**src/rtl/as1_pkg.sv**
```systemverilog
// Shared constants and types for the as1 registered 4-input Boolean function unit.
package as1_pkg;

    localparam logic [15:0] AS1_PRIME_TT = 16'h28AC;
    localparam int          AS1_IDX_W    = 4;

    typedef logic [AS1_IDX_W-1:0] as1_idx_t;

endpackage

```
**src/rtl/as1_sync.sv**
```systemverilog
// One-bit reset-to-0 synchronizer chain; STAGES=0 degenerates to a straight wire.
module as1_sync #(
    parameter int STAGES = 2
) (
    input  logic clk,
    input  logic rst_n,
    input  logic i_d,
    output logic o_q
);

    if (STAGES == 0) begin : g_bypass
        assign o_q = i_d;
    end else begin : g_chain
        logic [STAGES-1:0] r_chain;

        // Shift the raw input through the flop chain, cleared asynchronously.
        always_ff @(posedge clk or negedge rst_n) begin
            if (!rst_n) begin
                r_chain <= {STAGES{1'b0}};
            end else begin
                r_chain[0] <= i_d;
                for (int i = 1; i < STAGES; i++) begin
                    r_chain[i] <= r_chain[i-1];
                end
            end
        end

        assign o_q = r_chain[STAGES-1];
    end

endmodule

```
**src/rtl/as1.sv**
```systemverilog
// Registered truth-table lookup on four independently synchronized inputs.
module as1
    import as1_pkg::*;
#(
    parameter logic [15:0] TRUTH_TABLE = AS1_PRIME_TT,
    parameter int          SYNC_STAGES = 2
) (
    input  logic clk,
    input  logic rst_n,
    input  logic in1,
    input  logic in2,
    input  logic in3,
    input  logic in4,
    output logic out
);

    if (SYNC_STAGES < 0 || SYNC_STAGES > 4) begin : g_bad_sync_stages
        $error("as1: SYNC_STAGES must be in 0..4");
    end

    as1_idx_t w_raw;
    as1_idx_t w_idx;
    logic     w_out_next;
    logic     r_out;

    assign w_raw = {in4, in3, in2, in1};

    for (genvar g = 0; g < AS1_IDX_W; g++) begin : g_sync
        as1_sync #(
            .STAGES(SYNC_STAGES)
        ) u_sync (
            .clk  (clk),
            .rst_n(rst_n),
            .i_d  (w_raw[g]),
            .o_q  (w_idx[g])
        );
    end

    // An X index reads back as X, so unknown inputs are deliberately not masked.
    assign w_out_next = TRUTH_TABLE[w_idx];

    // Output register: the only place the result changes, hence glitch-free.
    always_ff @(posedge clk or negedge rst_n) begin
        if (!rst_n) begin
            r_out <= 1'b0;
        end else begin
            r_out <= w_out_next;
        end
    end

    assign out = r_out;

endmodule

```
**config.mk**
```make
export PLATFORM = sky130hd
export DESIGN_NAME = as1
export DESIGN_NICKNAME = d
export VERILOG_FILES = /design/src/rtl/as1_pkg.sv /design/src/rtl/as1_sync.sv /design/src/rtl/as1.sv
export SDC_FILE = /design/constraint.sdc
export NUM_CORES = 1
export LEC_CHECK = 0
export CAP_MARGIN = 20
export CORE_AREA = 2 2 39 41
export DETAILED_ROUTE_END_ITERATION = 6
export DIE_AREA = 0 0 41 43
export GPL_TIMING_DRIVEN = 0
export HOLD_SLACK_MARGIN = 0.05
export SYNTH_ARGS = -nofsm -noshare
export SYNTH_HDL_FRONTEND = slang
export SYNTH_SLANG_ARGS = --single-unit
```
**constraint.sdc**
```tcl
create_clock -name clk -period 2.46 [get_ports clk]
set_clock_uncertainty 0.15 [all_clocks]
set_input_delay 0.492 -clock clk [delete_from_list [all_inputs] [get_ports clk]]
set_output_delay 0.492 -clock clk [all_outputs]
set_load 0.005 [all_outputs]
```
Yosys cells after proc, flatten, opt, wreduce, memory -nomap -nowiden
Memory sizes are Yosys's and may differ from the RTL's. A register that Yosys moved wholly into a read port is not among the register bits.
Cells that the tools add are included.
W data, S select, Z words.

cells by class
  reductions and logical operators = 1

operator list
  cell              number
  $logic_not A1 Y1  1

word-level totals
  register bits after elaboration = 8
  memory bits (read-only) = 16
  bits of input ports = 6
  output and inout port bits = 1
  word-level logic and storage cells = 6
  memories kept = 1

memory list
  name              depth  width  read ports  clocked after Yosys merged registers in  write ports  RTL line   source
  (name not given)  16     1      1           1                                        0            as1.sv:40  assign w_out_next = TRUTH_TABLE[w_idx];

Logic depth before layout (Yosys ltp)
  depth after elaboration = 1
  depth in mapped cells = 2
  depth with buffers taken out = 2

Hierarchy
A second synthesis with hierarchy kept.

unflattened totals
  cell total of the unflattened synthesis = 12
  area total of the unflattened synthesis = 245.2 um2

by module, submodules not included
  module    instances  cells each  area an instance (um2)  seq. area each (um2)
  as1_sync  4          2           50.0                    50.0
  as1       1          4           45.0                    25.0

Worst setup path before layout
OpenSTA, ideal clock, no wires.

  kind = register -> output
  start = register r_out, in the netlist out
  end = output port out
  data arrival time = 0.349 ns
  data required time = 1.818 ns
  path slack = 1.469 ns
  cell stages (with the launch flop) = 1
  buffers on the path = 0
  cells stage by stage = dfrtp_1

RTL lines
  what                RTL line   source
  start: declaration  as1.sv:24  logic r_out;
  end: declaration    as1.sv:14  output logic out

No word-level cell between the ends.

Worst setup path in the final report
  start = register r_out, in the netlist out
  end = output port out

No word-level cell between the ends.

==> results.md <==
* DRT iter0 DRCs at 0
* Slew at the pin closest to its max-slew limit at 0.398 ns
* Final WL at 323 um
* Clock Pin Slew Worst Setup and Hold Paths at 0.06 ns
* RSZ-0062 raised after global routing: false
* Slew Limit Fails at 0
* Total GRT Usage at 5.50%
* DRC violations left at 0
* IO Count at 7
* Setup violations, final at 0
* Core Box Area at 1380 sq um
* H-tree levels at 1
* # diodes at 0
* Final hold violation count at 0
* Hold_sp: g_sync[2].u_sync.g_chain.r_chain[0]
* Worst-Skew Late Latency at 0.25 ns
* DRT Pass-1 Iters at 1
* Worst-path fanout max at 1
* Vias in the first global route at 154
* Port bufs at 6
* Vias at 128
* Register area share after synthesis at 91.8%
* Gpl congestion at 0.561
* Switch Pwr at 0.0544 mW
* Hold Path Depth at 0
* Cell family with most CP delay: buffers and inverters
* Post CTS Setup Buffer Count at 0
* Status: finished clean
* Nets at 29
* PwrDens at 806 nW/um^2
* Post-Layout Cell Count at 38
* Post-synth top area cell: dfrtp_1
* Depth of the most critical reg-to-reg path at 2
* Core Util, Final at 25.4%
* Sw Share at 19.2%
* Top area cells in the synthesized netlist: dfrtp_1 (92%), o221a_1 (4.6%), nand3_1 (2.0%)
* R2R Path Start: g_sync[2].u_sync.g_chain.r_chain[1]
* Synth Net Count at 18
* Sequential Power Share at 56.0%
* DR WL/cell at 8.50 um
* Number of routed nets with antenna violations at 0
* Placed insts at 34
* Clock power share at 38.5%
* Initial Util at 17.7%
* Worst setup path class: register to output port
* Hold buffer count at CTS at 0
* Area growth, synth to finish at 43.4%
* Cells after synthesis at 12
* DIE WIDTH at 41 um
* TritonCTS clock tree: yes
* Mapped Avg Cell Area at 20.4 sq um
* Initial antenna violation count at 0
* Worst Hold Class: register to register
* Worst reg-to-reg setup slack at 1.56 ns
* Die Y at 43 um
* Combinational Power Share at 5.5%
* Global-route wire length before repair at 545 um
* Num rows at 14
* Buf/Inv on CP at 1
* Setup tns final at 0 ns
* CP Capture Type: output port
* GR Overflow Total at 0
* CP peak stage delay at 0.49 ns
* CP Launch Type: register
* CP arrival at 1.07 ns
* Vias/cell at 3.37
* Critical-path cell with the highest stage delay: clkdlybuf4s50_1
* Int Pwr at 0.229 mW
* Share of cells above drive strength 1 at 13.6%
* Largest net degree at the start of global routing at 10
* Synth Warn # at 0
* CP Cell Sequence: clkdlybuf4s50_1
* Cts repair resizes at 0
* CTS Buf Count at 3
* Max_cap viols at 0
* Total die area at 1760 sq um
* Hold path endpoint: g_sync[2].u_sync.g_chain.r_chain[1]
* Final period util at 69.4%
* Period minus WS final at 1.71 ns
* Clk sinks at 9
* CP required at 1.82 ns
* Max IR drop VDD at 0.000264 V
* Reg-to-Reg End: out
* Synth unique cells at 4
* Synth Cell Area at 245 sq um
* Synth top area share at 91.8%
* CTS max path bufs at 2
* LEAKAGE at 0.149 nW
* Root Driver: clkbuf_4
* Number of synthesized register bits at 9
* Max frequency at 586 MHz
* Worst rel slew slack at 73.4%
layout by cell type (no fill, tap or decap), drive strengths merged:
master,n
nor2,1
nand3,1
dfrtp,9
clkdlybuf4s50,6
o221a,1
clkbuf,4
per-layer routing:
metal	vias up	wire length [um]	GRT usage, %
met2	7	164	6.56
met3	0	35	4.71
li1	60	-	-
met4	0	0	8.00
met5	-	0	0
met1	61	123	4.04
cells by family (layout without fill, tap and decap cells):
logic type             after synthesis  after routing  share of synthesized area [%]
AND/OR/NAND/NOR                      2              2                           3.57
buffers and inverters                0             10                              0
flip-flops                           9              9                           91.8
AO/OA/AOI/OAI                        1              1                           4.59
power by group through the flow:
| stage | clock (mW) | combinational (mW) | sequential (mW) |
|---|---|---|---|
| after detailed placement | 0 | 0.0160 | 0.162 |
| final | 0.109 | 0.0157 | 0.159 |
| after global placement | 0 | 0.0150 | 0.161 |
| after floorplan | 0 | 0.00205 | 0.161 |
| after global routing | 0.122 | 0.0174 | 0.159 |
| after CTS | 0.113 | 0.0162 | 0.159 |
through the flow:
step	instance area (sq um)	power (mW)	hold WS, ns	worst slack, ns
global route	352	0.299	0.203	0.716
floorplan	245	0.163	0.0464	1.47
detailed placement	325	0.178	0.186	1.02
CTS	352	0.288	0.198	0.736
finish	352	0.284	0.197	0.753
global placement	325	0.176	0.182	1.03
cells in the mapped netlist:
cell type	instances
nand3_1	1
dfrtp_1	9
nor2_1	1
o221a_1	1
flip-flops by register name, indices dropped and copies added (netlist names):
signal and cells:
out 1, g_sync.u_sync.g_chain.r_chain 8
layout make-up:
class	instances	area (sq um)
timing repair buffer	6	60.1
multi-input combinational	3	20.0
clock buffer	4	26.3
tap	16	20.0
fill	142	1030
sequential	9	225
worst max-delay path by stage:
| stage | start | end | slack [ns] | cells after the start |
|---|---|---|---|---|
| 3_5_place_dp | out | out | 1.02 | 1 |
| 4_1_cts | out | out | 0.74 | 1 |
| 6_report | out | out | 0.75 | 1 |
| 2_1_floorplan | out | out | 1.47 | 0 |
| 3_3_place_gp | out | out | 1.03 | 1 |
| 5_1_grt | out | out | 0.72 | 1 |
No activity file was read; power rests on OpenSTA's default activity.
